--- src/rtl/bin_ram_pkg.sv ---
// Shared constants and types for the binary-mask RAM and its arbiter.
package bin_ram_pkg;
  localparam int BIN_ADDR_WIDTH   = 11;
  localparam int BIN_DATA_WIDTH   = 1;
  localparam int DEF_STARVE_LIMIT = 4;

  typedef enum logic {
    ST_RUN   = 1'b0,
    ST_CLEAR = 1'b1
  } arb_state_e;
endpackage

--- src/rtl/bin_ram.sv ---
// 2048x1 single-port mask RAM: normal write mode (output holds during writes),
// unregistered output path, one-cycle read latency.
module bin_ram
  import bin_ram_pkg::*;
#(
  parameter int ADDR_WIDTH = BIN_ADDR_WIDTH,
  parameter int DATA_WIDTH = BIN_DATA_WIDTH
) (
  input  logic                  clk,
  input  logic                  rst,
  input  logic [ADDR_WIDTH-1:0] addr,
  input  logic [DATA_WIDTH-1:0] wr_data,
  input  logic                  wr_en,
  output logic [DATA_WIDTH-1:0] rd_data
);
  logic [DATA_WIDTH-1:0] mem [2**ADDR_WIDTH];

  always_ff @(posedge clk) begin
    if (wr_en) mem[addr] <= wr_data;
  end

  always_ff @(posedge clk or posedge rst) begin
    if (rst)         rd_data <= '0;
    else if (!wr_en) rd_data <= mem[addr];
  end
endmodule

--- src/rtl/bin_ram_arbiter.sv ---
// Shares one bin_ram between the binarizer write stream and the mask reader:
// write priority with bounded read starvation, plus a full-memory clear sweep.
module bin_ram_arbiter
  import bin_ram_pkg::*;
#(
  parameter int ADDR_WIDTH   = BIN_ADDR_WIDTH,
  parameter int DATA_WIDTH   = BIN_DATA_WIDTH,
  parameter int STARVE_LIMIT = DEF_STARVE_LIMIT
) (
  input  logic                  clk,
  input  logic                  rstn,
  input  logic                  clear_req,
  output logic                  clear_busy,
  output logic                  clear_done,
  input  logic                  wr_valid,
  output logic                  wr_ready,
  input  logic [ADDR_WIDTH-1:0] wr_addr,
  input  logic [DATA_WIDTH-1:0] wr_data,
  input  logic                  rd_valid,
  output logic                  rd_ready,
  input  logic [ADDR_WIDTH-1:0] rd_addr,
  output logic                  rsp_valid,
  output logic [DATA_WIDTH-1:0] rsp_data,
  output arb_state_e            dbg_state
);
  // Handshakes: a transfer happens in a cycle where valid & ready are both high;
  // ready is a combinational grant that never registers the request.
  localparam logic [3:0] LIMIT = 4'(STARVE_LIMIT);

  arb_state_e            state, next_state;
  logic [ADDR_WIDTH-1:0] clr_addr, clr_addr_nxt;
  logic [3:0]            starve_cnt, starve_nxt;
  logic [ADDR_WIDTH-1:0] ram_addr, ram_addr_q;
  logic [DATA_WIDTH-1:0] ram_wdata, ram_rd, rsp_hold;
  logic                  ram_we, rsp_valid_q, done_nxt, clear_done_q;

  always_ff @(posedge clk or negedge rstn) begin
    if (!rstn) begin
      state        <= ST_RUN;
      clr_addr     <= '0;
      starve_cnt   <= '0;
      ram_addr_q   <= '0;
      rsp_valid_q  <= 1'b0;
      rsp_hold     <= '0;
      clear_done_q <= 1'b0;
    end else begin
      state        <= next_state;
      clr_addr     <= clr_addr_nxt;
      starve_cnt   <= starve_nxt;
      ram_addr_q   <= ram_addr;
      rsp_valid_q  <= rd_valid & rd_ready;
      clear_done_q <= done_nxt;
      if (rsp_valid_q) rsp_hold <= ram_rd;
    end
  end

  always_comb begin
    next_state   = state;
    clr_addr_nxt = clr_addr;
    starve_nxt   = '0;
    done_nxt     = 1'b0;
    wr_ready     = 1'b0;
    rd_ready     = 1'b0;
    ram_addr     = ram_addr_q;
    ram_wdata    = wr_data;
    ram_we       = 1'b0;
    case (state)
      ST_RUN: begin
        // Grants are suppressed while reset is held so nothing reaches the RAM.
        if (!rstn) begin
          next_state = ST_RUN;
        end else if (clear_req) begin
          next_state   = ST_CLEAR;
          clr_addr_nxt = '0;
        end else if (wr_valid && (!rd_valid || starve_cnt < LIMIT)) begin
          wr_ready = 1'b1;
          ram_addr = wr_addr;
          ram_we   = 1'b1;
          if (rd_valid) starve_nxt = (starve_cnt >= LIMIT) ? LIMIT : starve_cnt + 4'd1;
        end else if (rd_valid) begin
          rd_ready = 1'b1;
          ram_addr = rd_addr;
        end
      end
      ST_CLEAR: begin
        ram_addr     = clr_addr;
        ram_wdata    = '0;
        ram_we       = 1'b1;
        clr_addr_nxt = clr_addr + 1'b1;
        if (&clr_addr) begin
          next_state = ST_RUN;
          done_nxt   = 1'b1;
        end
      end
      default: next_state = ST_RUN;
    endcase
  end

  // Response data follows the RAM only in the response cycle, else holds.
  assign rsp_valid  = rsp_valid_q;
  assign rsp_data   = rsp_valid_q ? ram_rd : rsp_hold;
  assign clear_busy = (state == ST_CLEAR);
  assign clear_done = clear_done_q;
  assign dbg_state  = state;

  bin_ram #(
    .ADDR_WIDTH(ADDR_WIDTH),
    .DATA_WIDTH(DATA_WIDTH)
  ) u_ram (
    .addr    (ram_addr),
    .wr_data (ram_wdata),
    .rd_data (ram_rd),
    .wr_en   (ram_we),
    .clk     (clk),
    .rst     (~rstn)
  );
endmodule
--- config.mk ---
export PLATFORM = sky130hd
export DESIGN_NAME = bin_ram_arbiter
export DESIGN_NICKNAME = d
export VERILOG_FILES = /design/src/rtl/bin_ram_pkg.sv /design/src/rtl/bin_ram.sv /design/src/rtl/bin_ram_arbiter.sv
export SDC_FILE = /design/constraint.sdc
export NUM_CORES = 2
export LEC_CHECK = 0
export BUFFER_PORTS_ARGS = -buffer_cell sky130_fd_sc_hd__buf_4
export CAP_MARGIN = 10
export CORE_MARGIN = 5
export CORE_UTILIZATION = 45
export CTS_CLUSTER_SIZE = 28
export DETAILED_ROUTE_END_ITERATION = 10
export GPL_ROUTABILITY_DRIVEN = 0
export PLACE_DENSITY = 0.64
export SETUP_SLACK_MARGIN = 0.5
export SKIP_CTS_REPAIR_TIMING = 1
export SYNTH_ARGS = -nofsm -noshare
export SYNTH_HDL_FRONTEND = slang
export SYNTH_SLANG_ARGS = --single-unit
--- constraint.sdc ---
create_clock -name clk -period 81.7 [get_ports clk]
set_input_delay 8.17 -clock clk [delete_from_list [all_inputs] [get_ports clk]]
set_output_delay 8.17 -clock clk [all_outputs]
set_load 0.005 [all_outputs]
### Word-level counts from Yosys, hierarchy flattened

Memories as Yosys holds them, arrays and structs flattened. A register that Yosys moved wholly into a read port is not among the register bits.
Cells that the tools add are included.

| cells by class | value |
|---|---|
| eq/ne operators | 2 |
| mux-type cells | 34 |
| add/sub/neg operators | 2 |
| reductions and logical operators | 7 |
| magnitude comparators | 2 |
| bitwise gates (word level) | 2 |

Operators by type and width:

| operator | count |
|---|---|
| $mux W11 | 6 |
| $pmux W11 S2 | 2 |
| $mux W4 | 6 |
| $mux W1 | 18 |
| $add A11 B1 Y11 const B | 1 |
| $reduce_and A11 Y1 | 1 |
| $add A4 B1 Y4 const B | 1 |
| $ge A4 B3 Y1 const B | 1 |
| $lt A4 B3 Y1 const B | 1 |
| $ne A2 B2 Y1 const B | 2 |
| $pmux W1 S2 | 2 |
| $logic_not A1 Y1 | 3 |
| $reduce_and A2 Y1 | 1 |
| $and A1 B1 Y1 | 1 |
| $logic_and A1 B1 Y1 | 1 |
| $logic_or A1 B1 Y1 | 1 |
| $not A1 Y1 | 1 |

| word-level totals | value |
|---|---|
| bits in registers | 30 |
| bits in writable memories | 2048 |
| memories | 1 |
| output and inout port bits | 7 |

Memories:

| name | depth | bits a word | rd ports | clocked after Yosys merged registers in | wr ports | line | source |
|---|---|---|---|---|---|---|---|
| u_ram.mem | 2048 | 1 | 1 | 1 | 1 | bin_ram.sv:16 | `logic [DATA_WIDTH-1:0] mem [2**ADDR_WIDTH];` |

### Longest topological paths before layout

| depth | value |
|---|---|
| depth in word-level cells | 9 |
| gate-level depth with buffers | 21 |
| gate-level depth less buffers | 13 |

### By module

A second synthesis with hierarchy kept.

| unflattened totals | value |
|---|---|
| cell total of the unflattened synthesis | 6737 |
| area total of the unflattened synthesis | 89936.3 sq um |

Modules (own cells, without submodules):

| module | area each (sq um) | cells an instance | instances | sequential area each (sq um) |
|---|---|---|---|---|
| bin_ram | 88205.8 | 6563 | 1 | 61524.0 |
| bin_ram_arbiter | 1730.4 | 174 | 1 | 750.7 |

### Worst setup path after synthesis

No wires, ideal clock.

| timing | value |
|---|---|
| kind | input-to-reg |
| start point | in wr_data |
| end point | mem u_ram.mem[0] (netlist name) (data pin) |
| data arrival time | 56.764 ns |
| data required time | 71.555 ns |
| setup time | 10.145 ns |
| stages | 1 |
| path slack | 14.791 ns |
| cell sequence | nor2b_1 |

| between the ends | value |
|---|---|
| longest elaborated chain between the ends | 1 |

RTL lines:

| what | line | source |
|---|---|---|
| start, declared | bin_ram_arbiter.sv:18 | `input logic [DATA_WIDTH-1:0] wr_data,` |
| $mux W1 | bin_ram_arbiter.sv:67 | `case (state)` |
| end, declared | bin_ram.sv:16 |  |

Every way passes these cells.

### Worst setup path after layout

| timing | value |
|---|---|
| start point | in rstn |
| end point | out rd_ready |

| between the ends | value |
|---|---|
| longest elaborated chain between the ends | 2 |

RTL lines:

| what | line | source |
|---|---|---|
| start, declared | bin_ram_arbiter.sv:11 | `input logic rstn,` |
| $mux W1 | bin_ram_arbiter.sv:70 | `if (!rstn) begin` |
| $mux W1 | bin_ram_arbiter.sv:67 |  |
| end, declared | bin_ram_arbiter.sv:20 | `output logic rd_ready,` |

Every way passes these cells.

==> results_dict.tcl <==
set metrics [dict create \
    rrSetupSlack_ns 74.54 \
    hold_violations 0 \
    reg2reg_depth 14 \
    finClkSkew_ns 0.0339 \
    seqCellArea_mm2 0.0623 \
    rows 164 \
    pre_cts_slack_ns 64.02 \
    yosys.cell_types.count 83 \
    firstDrtPassIters 8 \
    die_h_um 458 \
    synth_most_common_cell "nor2_1" \
    worstPathRequired_ns 73.53 \
    synth_seq_cells 2079 \
    synth_top_cell_by_area "edfxtp_1" \
    routed_wl_mm 280 \
    finalWorstSetupSlack_ns 64.00 \
    synth_top_family_by_area "simple AND/OR/NAND/NOR gates" \
    netlist_top_cells_count "nor2_1 (2093), edfxtp_1 (2048), mux2i_1 (754)" \
    crit_type "input pin to output port" \
    cts_tree "done" \
    start_util_pct 45.2 \
    numCtsBuffers 208 \
    grt_max_degree 306 \
    muxShareOfSynthArea_pct 8.43 \
    finalSetupTns_ns 0 \
    gr-total-overflow 0 \
    drtAntennaViolNets 0 \
    die_x_um 458 \
    synth_fa_ha_area_share_pct 0.0277 \
    syn_to_final_growth_pct 9.55 \
    yosysTopAreaCellShare_pct 68.2 \
    holdCritPathClass "register to register" \
    crit_path_start_kind "input pin" \
    clock_sink_count 2079 \
    wl_per_cell_um 28.3 \
    fp.coreArea_mm2 0.200 \
    dieArea_mm2 0.209 \
    drc 0 \
    slew_violations 0 \
    hpwl_mm 137 \
    synthXorXnorAreaFrac_pct 0.00971 \
    netlist_instances 7358 \
    post-route-min-period_ns 17.70 \
    fmax_ghz 0.0565 \
    clk_pin_slew_ns 0.06 \
    crit_start "rstn" \
    yosysSeqAreaShare_pct 69.0 \
    vias_per_cell 6.14 \
    drt_iter0_drc 8711 \
    arrival_ns 9.53 \
    worstSetupEndpoint "rd_ready" \
    max_slew.worst_pin.slew_ns 1.34 \
    synth-async-reset-ratio_pct 1.49 \
    p_leak_nw 35.5 \
    power.density_mw_per_mm2 21.0 \
    max_cap_violations 0 \
    timing.rr.start "clear_busy" \
    setup_violations 0 \
    synthSimpleGateAreaFrac_pct 14.2 \
    rsz0062_at_grt "no" \
    irDropWorstVdd_v 0.0000187 \
    status "finished, final reports clean" \
    drive_gt1_share_pct 7.57 \
    yosys_warnings 0 \
    netlist_area_mm2 0.0902 \
    ys.flop_type "edfxtp_1" \
    nFillCells 17377 \
    rr_endpoint "u_ram.rd_data" \
    clockRootBuffer "clkbuf_16" \
    insertion_delay_ns 0.86 \
    num-nets-final 7096 \
    cts_max_path_buffers 3 \
    antenna_found_initial 5 \
    relSlewSlack_pct 10.3 \
    synth_area_per_cell_um2 12.3 \
    htree_levels 4 \
    syn-num-nets 7388 \
    post-route-period-util_pct 21.7 \
    grt_pass1_wl_mm 397 \
    grt_pass1_vias 57361 \
    ys_top_cells_by_area "edfxtp_1 (68%), nor2_1 (8.7%), mux2i_1 (8.4%)" \
    vias 60769 \
    end_kind "output port" \
    ios 35 \
    multiInputGateArea_mm2 0.0253 \
    totalPowerFinal_mw 2.07 \
    track_usage_pct 25.8 \
    synth-edff-count 2048 \
    synth-compound-area-share_pct 4.82 \
    port_buffers 34 \
    crit_fanout 37 \
]
stage by stage:
step	area (um2)	hold WS [ns]	cells	utilization [%]
6_report	98800	0.428	9901	49.5
5_1_grt	98800	0.465	9900	49.5
4_1_cts	98800	0.431	9899	49.5
3_5_place_dp	92300	0.423	9512	46.2
2_1_floorplan	90200	0.408	7358	-
3_3_place_gp	92300	0.427	9511	46.2
worst min path at each step:
| stage | depth (start not counted) | endpoint | startpoint | slack, ns |
|---|---|---|---|---|
| floorplan | 1 | starve_cnt[0] | starve_cnt[0] | 0.41 |
| global placement | 1 | starve_cnt[0] | starve_cnt[0] | 0.43 |
| detailed placement | 1 | starve_cnt[0] | starve_cnt[0] | 0.42 |
| CTS | 1 | starve_cnt[0] | starve_cnt[0] | 0.43 |
| global route | 1 | starve_cnt[0] | starve_cnt[0] | 0.46 |
| finish | 1 | starve_cnt[0] | starve_cnt[0] | 0.43 |
layout by cell type (no fill, tap or decap), types with 32 or more instances in the layout:
cell,n
clkinv_1,65
a221oi_1,64
nand2_4,32
nand2_1,584
nor3_1,37
clkinv_2,44
clkbuf_1,47
a21oi_1,146
buf_4,168
nor4_1,80
o22ai_1,314
or4_1,37
mux2i_1,754
nor2_1,2079
nand3_1,205
edfxtp_1,2048
clkbuf_16,210
routing by layer:
layer	vias up	share of wire [%]	global-route usage, %
met2	3442	47	41.7
met5	-	0.0036	0
li1	25793	-	-
met4	2	4.0	9.67
met1	30923	38	34.9
met3	609	11	4.58
sequential cells by signal, indices dropped and copies added, names as in the netlist:
signal	flops
u_ram.mem	2048
clr_addr	11
ram_addr_q	11
starve_cnt	4
clear_busy	1
clear_done	1
rsp_hold	1
rsp_valid	1
u_ram.rd_data	1
critical path, cell delays in order:
cell,delay (ns)
buf_4,0.38
nand2b_1,0.31
nor4_1,0.47
buf_4,0.20
final cells by class:
type / instances / area share [%]
antenna: 2 / 0.00507
clock buffer: 257 / 5.50
clock inverter: 130 / 1.04
inverter: 12 / 0.0570
multi-input combinational: 4590 / 25.6
sequential: 2079 / 63.0
tap: 2656 / 3.36
timing repair buffer: 175 / 1.41
logic make-up (layout without fill, tap and decap cells):
family / count (synthesis) / count (layout)
and+or+nand+nor: 3164 / 3164
DFF: 2079 / 2079
muxes: 757 / 757
buffers and inverters: 689 / 574
AOI/OAI and AO/OA: 665 / 665
adders and majority gates: 2 / 2
other: 1 / 3
xor gates and xnor gates: 1 / 1
power breakdown:
group	leakage, nW	internal, mW	switching [mW]
registers	19.2	1.15	0.0000907
clock network	3.17	0.507	0.411
logic	13.1	0.00134	0.00177
total	35.5	1.66	0.413
(Power assumes the default switching activity.)
